--- src/rtl/peak_trap_ctrl_if.sv ---
// CSR-unit access port shared between the pipeline and the trap sequencer.
// The sequencer is the master; the CSR unit is the slave and returns registered read data.
interface peak_trap_ctrl_if;
  logic [11:0] CSR_ADDR;
  logic        CSR_WE;
  logic [31:0] CSR_WDATA;
  logic [31:0] CSR_WMASK;
  logic [31:0] CSR_RDATA;
  logic        CSR_EXCEPTION;
  logic [11:0] CSR_EXC_CODE;
  logic [31:0] CSR_EXC_ADDR;
  logic [31:0] CSR_EXC_PC;

  modport master (
    output CSR_ADDR, CSR_WE, CSR_WDATA, CSR_WMASK,
    output CSR_EXCEPTION, CSR_EXC_CODE, CSR_EXC_ADDR, CSR_EXC_PC,
    input  CSR_RDATA
  );

  modport slave (
    input  CSR_ADDR, CSR_WE, CSR_WDATA, CSR_WMASK,
    input  CSR_EXCEPTION, CSR_EXC_CODE, CSR_EXC_ADDR, CSR_EXC_PC,
    output CSR_RDATA
  );
endinterface

--- src/rtl/peak_trap_ctrl.sv ---
// Trap sequencer for the PEAK machine-mode CSR unit: drains the pipeline, updates
// mepc/mstatus over the shared CSR port, then issues a PC redirect and flush.
module peak_trap_ctrl #(
  parameter int unsigned DRAIN_MAX = 16
) (
  input  logic             CLK,
  input  logic             RST_N,
  input  logic             EXC_REQ,
  input  logic [11:0]      EXC_CODE,
  input  logic [31:0]      EXC_ADDR,
  input  logic [31:0]      EXC_PC,
  input  logic             MRET_REQ,
  input  logic [31:0]      NEXT_PC,
  input  logic             INTERRUPT,
  input  logic             PIPE_IDLE,
  input  logic [31:0]      HANDLER_PC,
  input  logic [31:0]      EPC,
  input  logic [11:0]      P_CSR_ADDR,
  input  logic             P_CSR_WE,
  input  logic [31:0]      P_CSR_WDATA,
  input  logic [31:0]      P_CSR_WMASK,
  peak_trap_ctrl_if.master csr,
  output logic             STALL,
  output logic             FLUSH,
  output logic             REDIRECT_VALID,
  output logic [31:0]      REDIRECT_PC,
  output logic             DRAIN_TO
);

  typedef enum logic [2:0] {IDLE, DRAIN, RD_ST, WR_ST, REDIR} state_e;
  typedef enum logic [1:0] {KIND_EXC, KIND_INT, KIND_MRET} kind_e;

  localparam logic [7:0]  DRAIN_LAST   = 8'(DRAIN_MAX - 1);
  localparam logic [11:0] CSR_MSTATUS  = 12'h300;
  localparam logic [11:0] CSR_MEPC     = 12'h341;
  localparam logic [31:0] MSTATUS_MASK = 32'h0000_1888;

  state_e      state_q, state_d;
  kind_e       kind_q, kind_d;
  logic [11:0] code_q, code_d;
  logic [31:0] addr_q, addr_d;
  logic [31:0] pc_q, pc_d;
  logic [31:0] next_pc_q, next_pc_d;
  logic [7:0]  cnt_q, cnt_d;
  logic        drain_to_q, drain_to_d;

  logic        req_any;
  logic        drain_exit;
  logic [31:0] mstatus_wdata;
  logic        rdata_unused;

  assign req_any    = EXC_REQ | MRET_REQ | INTERRUPT;
  assign drain_exit = PIPE_IDLE || (cnt_q == DRAIN_LAST);

  assign csr.CSR_EXC_CODE = code_q;
  assign csr.CSR_EXC_ADDR = addr_q;
  assign csr.CSR_EXC_PC   = pc_q;
  assign DRAIN_TO         = drain_to_q;
  assign rdata_unused     = ^{csr.CSR_RDATA[31:8], csr.CSR_RDATA[6:4], csr.CSR_RDATA[2:0]};

  always_ff @(posedge CLK) begin
    if (!RST_N) begin
      state_q    <= IDLE;
      kind_q     <= KIND_EXC;
      code_q     <= '0;
      addr_q     <= '0;
      pc_q       <= '0;
      next_pc_q  <= '0;
      cnt_q      <= '0;
      drain_to_q <= 1'b0;
    end else begin
      state_q    <= state_d;
      kind_q     <= kind_d;
      code_q     <= code_d;
      addr_q     <= addr_d;
      pc_q       <= pc_d;
      next_pc_q  <= next_pc_d;
      cnt_q      <= cnt_d;
      drain_to_q <= drain_to_d;
    end
  end

  // Trap entry stacks MIE into MPIE and enters M-mode; MRET restores MIE from MPIE.
  always_comb begin
    mstatus_wdata = '0;
    if (kind_q == KIND_MRET) begin
      mstatus_wdata[7] = 1'b1;
      mstatus_wdata[3] = csr.CSR_RDATA[7];
    end else begin
      mstatus_wdata[12:11] = 2'b11;
      mstatus_wdata[7]     = csr.CSR_RDATA[3];
    end
  end

  always_comb begin
    state_d           = state_q;
    kind_d            = kind_q;
    code_d            = code_q;
    addr_d            = addr_q;
    pc_d              = pc_q;
    next_pc_d         = next_pc_q;
    cnt_d             = cnt_q;
    drain_to_d        = drain_to_q;
    STALL             = 1'b1;
    FLUSH             = 1'b0;
    REDIRECT_VALID    = 1'b0;
    REDIRECT_PC       = '0;
    csr.CSR_ADDR      = CSR_MSTATUS;
    csr.CSR_WE        = 1'b0;
    csr.CSR_WDATA     = '0;
    csr.CSR_WMASK     = '0;
    csr.CSR_EXCEPTION = 1'b0;

    unique case (state_q)
      IDLE: begin
        STALL         = req_any;
        csr.CSR_ADDR  = P_CSR_ADDR;
        csr.CSR_WE    = P_CSR_WE;
        csr.CSR_WDATA = P_CSR_WDATA;
        csr.CSR_WMASK = P_CSR_WMASK;
        if (req_any) begin
          kind_d    = EXC_REQ ? KIND_EXC : (MRET_REQ ? KIND_MRET : KIND_INT);
          code_d    = EXC_CODE;
          addr_d    = EXC_ADDR;
          pc_d      = EXC_PC;
          next_pc_d = NEXT_PC;
          cnt_d     = '0;
          state_d   = DRAIN;
        end
      end
      DRAIN: begin
        cnt_d = cnt_q + 8'd1;
        if (drain_exit) begin
          drain_to_d = drain_to_q | ~PIPE_IDLE;
          state_d    = RD_ST;
          case (kind_q)
            KIND_EXC: csr.CSR_EXCEPTION = 1'b1;
            KIND_INT: begin
              csr.CSR_WE    = 1'b1;
              csr.CSR_ADDR  = CSR_MEPC;
              csr.CSR_WDATA = next_pc_q;
              csr.CSR_WMASK = 32'hFFFF_FFFF;
            end
            default: ;
          endcase
        end
      end
      RD_ST: state_d = WR_ST;
      WR_ST: begin
        csr.CSR_WE    = 1'b1;
        csr.CSR_WDATA = mstatus_wdata;
        csr.CSR_WMASK = MSTATUS_MASK;
        state_d       = REDIR;
      end
      REDIR: begin
        REDIRECT_VALID = 1'b1;
        FLUSH          = 1'b1;
        REDIRECT_PC    = ((kind_q == KIND_MRET) ? EPC : HANDLER_PC) & ~32'h3;
        state_d        = IDLE;
      end
      default: state_d = IDLE;
    endcase
  end

endmodule

--- src/flat_wrapper.sv ---
// flat-port wrapper written by rule: the top's interface ports become plain ports
module peak_trap_ctrl_flat 
#(
  parameter int unsigned DRAIN_MAX = 16
)
  (CLK, RST_N, EXC_REQ, EXC_CODE, EXC_ADDR, EXC_PC, MRET_REQ, NEXT_PC, INTERRUPT, PIPE_IDLE, HANDLER_PC, EPC, P_CSR_ADDR, P_CSR_WE, P_CSR_WDATA, P_CSR_WMASK, STALL, FLUSH, REDIRECT_VALID, REDIRECT_PC, DRAIN_TO, csr_CSR_ADDR, csr_CSR_WE, csr_CSR_WDATA, csr_CSR_WMASK, csr_CSR_EXCEPTION, csr_CSR_EXC_CODE, csr_CSR_EXC_ADDR, csr_CSR_EXC_PC, csr_CSR_RDATA);
  peak_trap_ctrl_if csr_i ();
  input  logic CLK;
  input  logic RST_N;
  input  logic EXC_REQ;
  input  logic [11:0] EXC_CODE;
  input  logic [31:0] EXC_ADDR;
  input  logic [31:0] EXC_PC;
  input  logic MRET_REQ;
  input  logic [31:0] NEXT_PC;
  input  logic INTERRUPT;
  input  logic PIPE_IDLE;
  input  logic [31:0] HANDLER_PC;
  input  logic [31:0] EPC;
  input  logic [11:0] P_CSR_ADDR;
  input  logic P_CSR_WE;
  input  logic [31:0] P_CSR_WDATA;
  input  logic [31:0] P_CSR_WMASK;
  output logic STALL;
  output logic FLUSH;
  output logic REDIRECT_VALID;
  output logic [31:0] REDIRECT_PC;
  output logic DRAIN_TO;
  output wire logic [$bits(csr_i.CSR_ADDR)-1:0] csr_CSR_ADDR;
  output wire logic [$bits(csr_i.CSR_WE)-1:0] csr_CSR_WE;
  output wire logic [$bits(csr_i.CSR_WDATA)-1:0] csr_CSR_WDATA;
  output wire logic [$bits(csr_i.CSR_WMASK)-1:0] csr_CSR_WMASK;
  output wire logic [$bits(csr_i.CSR_EXCEPTION)-1:0] csr_CSR_EXCEPTION;
  output wire logic [$bits(csr_i.CSR_EXC_CODE)-1:0] csr_CSR_EXC_CODE;
  output wire logic [$bits(csr_i.CSR_EXC_ADDR)-1:0] csr_CSR_EXC_ADDR;
  output wire logic [$bits(csr_i.CSR_EXC_PC)-1:0] csr_CSR_EXC_PC;
  input wire logic [$bits(csr_i.CSR_RDATA)-1:0] csr_CSR_RDATA;
  assign csr_CSR_ADDR = csr_i.CSR_ADDR;
  assign csr_CSR_WE = csr_i.CSR_WE;
  assign csr_CSR_WDATA = csr_i.CSR_WDATA;
  assign csr_CSR_WMASK = csr_i.CSR_WMASK;
  assign csr_CSR_EXCEPTION = csr_i.CSR_EXCEPTION;
  assign csr_CSR_EXC_CODE = csr_i.CSR_EXC_CODE;
  assign csr_CSR_EXC_ADDR = csr_i.CSR_EXC_ADDR;
  assign csr_CSR_EXC_PC = csr_i.CSR_EXC_PC;
  assign csr_i.CSR_RDATA = csr_CSR_RDATA;
  peak_trap_ctrl #(.DRAIN_MAX(DRAIN_MAX)) u_core (.CLK(CLK), .RST_N(RST_N), .EXC_REQ(EXC_REQ), .EXC_CODE(EXC_CODE), .EXC_ADDR(EXC_ADDR), .EXC_PC(EXC_PC), .MRET_REQ(MRET_REQ), .NEXT_PC(NEXT_PC), .INTERRUPT(INTERRUPT), .PIPE_IDLE(PIPE_IDLE), .HANDLER_PC(HANDLER_PC), .EPC(EPC), .P_CSR_ADDR(P_CSR_ADDR), .P_CSR_WE(P_CSR_WE), .P_CSR_WDATA(P_CSR_WDATA), .P_CSR_WMASK(P_CSR_WMASK), .csr(csr_i), .STALL(STALL), .FLUSH(FLUSH), .REDIRECT_VALID(REDIRECT_VALID), .REDIRECT_PC(REDIRECT_PC), .DRAIN_TO(DRAIN_TO));
endmodule
--- config.mk ---
export PLATFORM = sky130hd
export DESIGN_NAME = peak_trap_ctrl_flat
export DESIGN_NICKNAME = d
export VERILOG_FILES = /design/src/rtl/peak_trap_ctrl_if.sv /design/src/rtl/peak_trap_ctrl.sv /design/src/flat_wrapper.sv
export SDC_FILE = /design/constraint.sdc
export NUM_CORES = 1
export LEC_CHECK = 0
export ABC_AREA = 1
export CELL_PAD_IN_SITES_DETAIL_PLACEMENT = 1
export CELL_PAD_IN_SITES_GLOBAL_PLACEMENT = 2
export CORE_MARGIN = 2
export CORE_UTILIZATION = 16
export CTS_CLUSTER_DIAMETER = 150
export DETAILED_ROUTE_END_ITERATION = 8
export HOLD_SLACK_MARGIN = 0.12
export PLACE_DENSITY_LB_ADDON = 0.1
export SYNTH_ARGS = -nofsm -noshare
export SYNTH_HDL_FRONTEND = slang
export SYNTH_SLANG_ARGS = --single-unit
--- constraint.sdc ---
create_clock -name CLK -period 3.1 [get_ports CLK]
set_input_delay 0.465 -clock CLK [delete_from_list [all_inputs] [get_ports CLK]]
set_output_delay 0.465 -clock CLK [all_outputs]
set_load 0.02 [all_outputs]
==> results of run 1 <==
-- through the flow --
step	worst slack, ns	power [mW]	hold WS (ns)	cells
global placement	0.2152	4.150	0.4485	1759
finish	0.09107	6.174	0.4298	1800
global route	-0.08590	6.547	0.4368	1799
detailed placement	0.2116	4.168	0.4610	1759
CTS	0.01828	6.332	0.4125	1793
floorplan	1.184	2.969	0.4544	905
-- routing by layer --
layer | vias up | track usage (%) | share of wire (%)
li1 | 3739 | - | -
met3 | 32 | 7.547 | 9.9
met4 | 4 | 4.665 | 1.4
met5 | - | 0 | 0.064
met1 | 3445 | 17.46 | 38
met2 | 275 | 30.33 | 50
-- registers in the layout, summed over array words and instances (netlist names) --
name,cells
u_core.cnt_q,8
u_core.csr.CSR_EXC_PC,32
u_core.csr.CSR_EXC_CODE,12
u_core.state_q,3
u_core.next_pc_q,32
u_core.DRAIN_TO,1
u_core.csr.CSR_EXC_ADDR,32
u_core.kind_q,2
-- Yosys cell counts (all sizes together) --
cell type / instances
a21oi: 42
a31oi: 1
buf: 44
clkbuf: 25
conb: 1
dfxtp: 122
ha: 1
inv: 32
nand2: 218
nand3: 24
nand3b: 2
nand4: 32
nor2: 242
o21ai: 114
or2: 4
-- worst paths after layout --
kind / start / end / slack [ns] / depth (start not counted)
setup / recovery: u_core.kind_q[1]$_SDFFE_PN0P_ / REDIRECT_PC[8] / 0.09 / 6
hold / removal: RST_N / u_core.csr.CSR_EXC_ADDR[0]$_SDFFE_PN0P_ / 0.43 / 3
setup reg to reg: u_core.state_q[2]$_SDFFE_PN0P_ / u_core.next_pc_q[28]$_SDFFE_PN0P_ / 0.85 / 9
hold reg to reg: u_core.DRAIN_TO$_SDFFE_PN0P_ / u_core.DRAIN_TO$_SDFFE_PN0P_ / 0.47 / 2
-- report_power, final --
part / switching, mW / internal [mW] / leakage, nW
combinational: 1.19 / 0.998 / 4.27
sequential: 0.115 / 1.78 / 1.01
clock: 0.807 / 1.28 / 0.301
total: 2.11 / 4.06 / 5.58
-- placed cells by master (no fill, tap or decap), types with 2 or more instances in the layout --
cell type        Yosys  layout
o21ai_0             60      60
nand3b_1             2       2
nand4_1             32      32
bufinv_16            0       3
clkinv_4             0       3
inv_1               28      27
buf_4                6      22
clkinv_2             0       2
conb_1               1       2
diode_2              0       3
nor2_1             240     238
a21oi_1             42      42
clkbuf_16            0      17
clkdlybuf4s50_1      0     375
or2_2                4       4
nand3_1             22      22
dfxtp_1            122     121
nand2_4              1       3
buf_12               0       6
o21ai_1             54      54
dlymetal6s2s_1       0      63
nor2_4               1       2
inv_6                0       5
nand2_1            216     215
clkinvlp_4           0       2
inv_2                4       3
-- critical path, stage by stage (launching register included) --
cell and delay, ns:
dfxtp_1 0.40, inv_1 0.09, nor2_2 0.12, buf_4 0.37, nand2_1 0.10, a21oi_1 0.36
clkdlybuf4s50_1 0.68
-- cells by family after synthesis --
group           after synthesis
simple gates                522
compound gates              157
flops                       122
buf+inv                     101
fa+ha+maj                     1
other cells                   1
-- final cells by class --
class	count	area share [%]
multi-input cells	682	25.62
inverters	32	1.091
clock buffers	17	3.673
well taps	461	4.979
clock inverters	15	1.631
repair buffers	468	41.84
flip-flops and latches	122	21.10
diodes	3	0.06481
-- timing repair --
action | 4_1_cts | 5_1_grt
setup buffers | 2 | 4
gates resized for setup | 3 | 66
pin swaps | 1 | 0
setup endpoints to repair | 44 | 85
==> metrics.md, run 1 <==
| Metric | Value |
|---|---|
| DRC Markers | 0 |
| Cell Pwr Density | 533.0 nW/um^2 |
| Die Area | 38060 sq um |
| Iter 0 DRT Violations | 167 |
| Mux contribution to synthesized area | 0% |
| Post-layout util | 32.41% |
| Synth Area in XOR/XNOR | 0% |
| Dpl hpwl | 24860 microns |
| Layout fillers | 4342 |
| Synth area leader | dfxtp_1 |
| Via density | 4.164 |
| Setup violators final | 0 |
| FF/Latch Area | 2444 sq um |
| Avg Inst Size Synth | 6.462 sq um |
| Max Cap Viol | 0 |
| Critical Path RT | 2.63 ns |
| Initial antenna violation count | 5 |
| Sink Count | 122 |
| Port-buffer cells | 440 |
| Core area | 35740 sq um |
| First-pass GRT wire length | 48740 microns |
| Worst Path Arrival | 2.54 ns |
| Worst skew pair latency | 0.42 ns |
| Total Neg Setup Slack | 0 ns |
| Slew @ Worst Pin | 0.5682 ns |
| Width of the die | 195.1 microns |
| #FFs+latches synth | 122 |
| Placed cell area | 10730 sq um |
| Largest family of logic cells by synthesized area | simple AND/OR/NAND/NOR gates |
| Final Max Slew Viols | 0 |
| Nets@finish | 1611 |
| Layout area overhead | 98.29% |
| Final Hold Viols | 0 |
| Critical path capture point type | output pin |
| Area of the multi-input gates | 2968 sq um |
| Syn Std Cell Area | 5842 sq um |
| Final Cycle Share | 97.06% |
| Clk slew on worst S/H paths | 0.06 ns |
| Unrepaired setup endpoints after global routing | true |
| Largest net degree at the start of global routing | 90 |
| Worst clock skew | 0.006640 ns |
| H-tree depth | 4 |
| Iteration count of the initial detailed-routing pass | 4 |
| Fin crit period | 3.009 ns |
| Largest cells by area after synthesis | dfxtp_1 42%, nor2_1 15%, nand2_1 14%, o21ai_0 5.1%, o21ai_1 4.6% |
| GRT Overall Usage | 16.76% |
| Register area share after synthesis | 41.81% |
| Clock Tree Buf Depth | 2 |
| Slew headroom | 61.86% |
| Synth Warn # | 0 |
| Post-Synth Simple-Gate Area | 36.60% |
| Detailed-route wire length | 32850 microns |
| CP Max Fanout | 33 |
| Leak | 5.579 nW |
| Cells after Synth | 904 |
| Die height | 195.1 microns |
| Fin area | 11580 sq um |
| Vias | 7495 |
| Post-route antenna net violation count | 0 |
| Outcome | finished, final reports clean |
| Synth Area in Compound Gates | 13.47% |
| VDD IR max | 0.3115 mV |
| Clock Root Buffer | clkbuf_16 |
| Post-Synth Adder-Cell Area | 0.2142% |
| TritonCTS clock tree | done |
| Crit Path Class | flip-flop to output pin |
| Layout cells sized above 1 | 5.988% |
| Gp weighted congestion | 0.7471 |
| Vias in the first global route | 7752 |
| Congestion Overflow GR | 0 |
| Inserted Clock Buffers | 17 |
| Avg WL per Cell | 18.25 microns |
| Share of the synthesized area in the top cell type | 41.81% |
| Fmax | 0.3323 GHz |
| Synth cell types | 26 |
| CP Launch Type | flip-flop |
| Initial core utilization | 16.34% |
| Min-delay worst type | input port to flip-flop |
| Hold-fix buffers, CTS | 0 |
| Row cnt | 69 |
| I/O pin total | 477 |
Note: power is estimated with default switching activity, not from simulation.
==> inputs of run 2 (changes only) <==
- CORE_ASPECT_RATIO: not set -> 0.5
- GPL_TIMING_DRIVEN: not set -> 0
==> run 2 against run 1 <==
- register-to-register slack better by 0.65 ns
- non-clock buffer count up 40
- critical path depth unchanged
- critical endpoint is now csr_CSR_WDATA[18]
- power down 4.9%
==> metrics.md, run 2 (synthesis results as in run 1) <==
| Metric | Value |
|---|---|
| Initial core utilization | 16.26% (-0.084 points) |
| Detailed-route wire length | 30890 microns (-6.0%) |
| VDD IR max | 0.3195 mV (+2.6%) |
| Total Neg Setup Slack | 0 ns (unchanged) |
| Die height | 139.1 microns (-29%) |
| Critical Path RT | 2.63 ns (about the same) |
| First-pass GRT wire length | 46370 microns (-4.9%) |
| Unrepaired setup endpoints after global routing | false |
| Die Area | 38150 sq um (+0.24%) |
| Slew headroom | 45.98% (-16 points) |
| Cell Pwr Density | 517.0 nW/um^2 (-3.0%) |
| Inserted Clock Buffers | 17 (unchanged) |
| Fmax | 0.3448 GHz (+3.8%) |
| Crit Path Class | flip-flop to output pin |
| Nets@finish | 1651 (+2.5%) |
| Row cnt | 49 (-29%) |
| Iteration count of the initial detailed-routing pass | 4 (unchanged) |
| Fin area | 11350 sq um (-2.0%) |
| Via density | 4.076 (-2.1%) |
| Min-delay src | RST_N |
| Dpl hpwl | 24610 microns (-1.0%) |
| Core area | 35930 sq um (+0.52%) |
| CP Launch Type | flip-flop |
| Final Max Slew Viols | 0 (unchanged) |
| DRC Markers | 0 (unchanged) |
| Final Hold Viols | 0 (unchanged) |
| Hold-fix buffers, CTS | 0 (unchanged) |
| FF/Latch Area | 2444 sq um (unchanged) |
| Initial antenna violation count | 4 (-1) |
| Layout fillers | 4357 (+0.35%) |
| Clock Tree Buf Depth | 2 (unchanged) |
| Final Cycle Share | 93.55% (-3.5 points) |
| Layout area overhead | 94.35% |
| Port-buffer cells | 439 (-0.23%) |
| Commonest non-fill, non-tap cell in the layout | clkdlybuf4s50_1 |
| Congestion Overflow GR | 0 (unchanged) |
| Leak | 4.992 nW (-11%) |
| Avg WL per Cell | 16.58 microns (-9.2%) |
| Largest net degree at the start of global routing | 17 (-81%) |
| Gp weighted congestion | 0.7757 (+3.8%) |
| Sink Count | 122 (unchanged) |
| Most frequent cells in the layout | 373 x clkdlybuf4s50_1, 238 x nor2_1, 215 x nand2_1 |
| Vias | 7593 (+1.3%) |
| TritonCTS clock tree | done |
| Clk slew on worst S/H paths | 0.06 ns (about the same) |
| Worst skew pair latency | 0.44 ns (+0.02 ns) |
| H-tree depth | 4 (unchanged) |
| Post-route antenna net violation count | 0 (unchanged) |
| GRT Overall Usage | 15.85% (-0.91 points) |
| Critical path capture point type | output pin |
| Placed cell area | 10850 sq um (+1.1%) |
| Min-delay worst type | input port to flip-flop |
| Layout cells sized above 1 | 6.541% (+0.55 points) |
| Worst clock skew | 0.01131 ns (+0.004668 ns) |
| Worst reg2reg startpoint | u_core.state_q[2]$_SDFFE_PN0P_ |
| CP Max Fanout | 10 (-70%) |
| Clock Root Buffer | clkbuf_16 |
| Vias in the first global route | 7903 (+1.9%) |
| Worst Path Arrival | 2.44 ns (-0.10 ns) |
| Outcome | finished, final reports clean |
| Iter 0 DRT Violations | 224 (+34%) |
| Start point of the critical path | u_core.state_q[0]$_SDFFE_PN0P_ |
| Area of the multi-input gates | 2958 sq um (-0.34%) |
| Slew @ Worst Pin | 0.8102 ns (+0.2420 ns) |
| Fin crit period | 2.900 ns (-0.1088 ns) |
| Setup violators final | 0 (unchanged) |
| Max Cap Viol | 0 (unchanged) |
| Width of the die | 274.2 microns (+41%) |
| I/O pin total | 477 (unchanged) |
[run 2: changes by cell type in the layout (fill, tap and decap cells not counted), sizes merged, moves of 2 or more]
cell | previous run | this run
bufinv | 3 | 0
dlymetal6s2s | 63 | 6
clkdlybuf4s50 | 375 | 373
inv | 37 | 33
clkinvlp | 2 | 5
buf | 29 | 44
dlygate4sd2 | 1 | 60
clkbuf | 17 | 47
[run 2: final cells by class]
class	count	area share, %
Antenna cell	3	0.06612
Buffer	68	3.020
Clock buffer	22	4.089
Clock inverter	10	0.6171
Inverter	32	1.058
Multi-Input combinational cell	682	26.05
Sequential cell	122	21.52
Tap cell	484	5.334
Timing Repair Buffer	440	38.24
[run 2: metrics by stage]
| step | cells | power [mW] | setup slack [ns] | hold WS [ns] | utilization, % |
|---|---|---|---|---|---|
| 2_1_floorplan | 905 | 2.969 | 1.184 | 0.4544 | - |
| 3_5_place_dp | 1828 | 4.166 | 0.03946 | 0.4486 | 30.19 |
| 5_1_grt | 1863 | 6.229 | 0.008011 | 0.4596 | 31.60 |
| 3_3_place_gp | 1828 | 4.126 | 0.03501 | 0.4430 | 30.19 |
| 6_report | 1863 | 5.870 | 0.1999 | 0.4438 | 31.60 |
| 4_1_cts | 1860 | 5.981 | 0.02316 | 0.4110 | 31.51 |
[run 2: routing by layer]
metal	part of all wire, %	GRT usage, %
met1	39	16.61
met2	53	30.28
met3	6.4	4.796
met4	1.5	4.605
met5	0.036	0
[run 2: critical path, cell delays in order, from the launching register on]
cell             delay (ns)
dfxtp_1                0.51
inv_2                  0.12
nor2_4                 0.31
buf_6                  0.21
nand4_1                0.14
nand2_1                0.10
clkdlybuf4s50_1        0.61
[run 2: power breakdown]
| part | total [mW] | internal (mW) | leakage [nW] | switching, mW |
|---|---|---|---|---|
| clock | 1.85 | 1.06 | 0.249 | 0.793 |
| combinational | 2.12 | 0.942 | 3.73 | 1.17 |
| sequential | 1.90 | 1.78 | 1.01 | 0.119 |
[run 2: final timing paths]
path / to / slack, ns / cells after the start
max reg2reg: u_core.next_pc_q[18]$_SDFFE_PN0P_ / 1.50 / 9
max: csr_CSR_WDATA[18] / 0.20 / 6
min: u_core.csr.CSR_EXC_ADDR[6]$_SDFFE_PN0P_ / 0.44 / 3
min reg2reg: u_core.DRAIN_TO$_SDFFE_PN0P_ / 0.45 / 2
[run 2: what timing repair did]
item	CTS	global route
pin swaps	0	1
resized for setup	66	9
buffers inserted	0	1
endpoints found under the setup margin	69	65
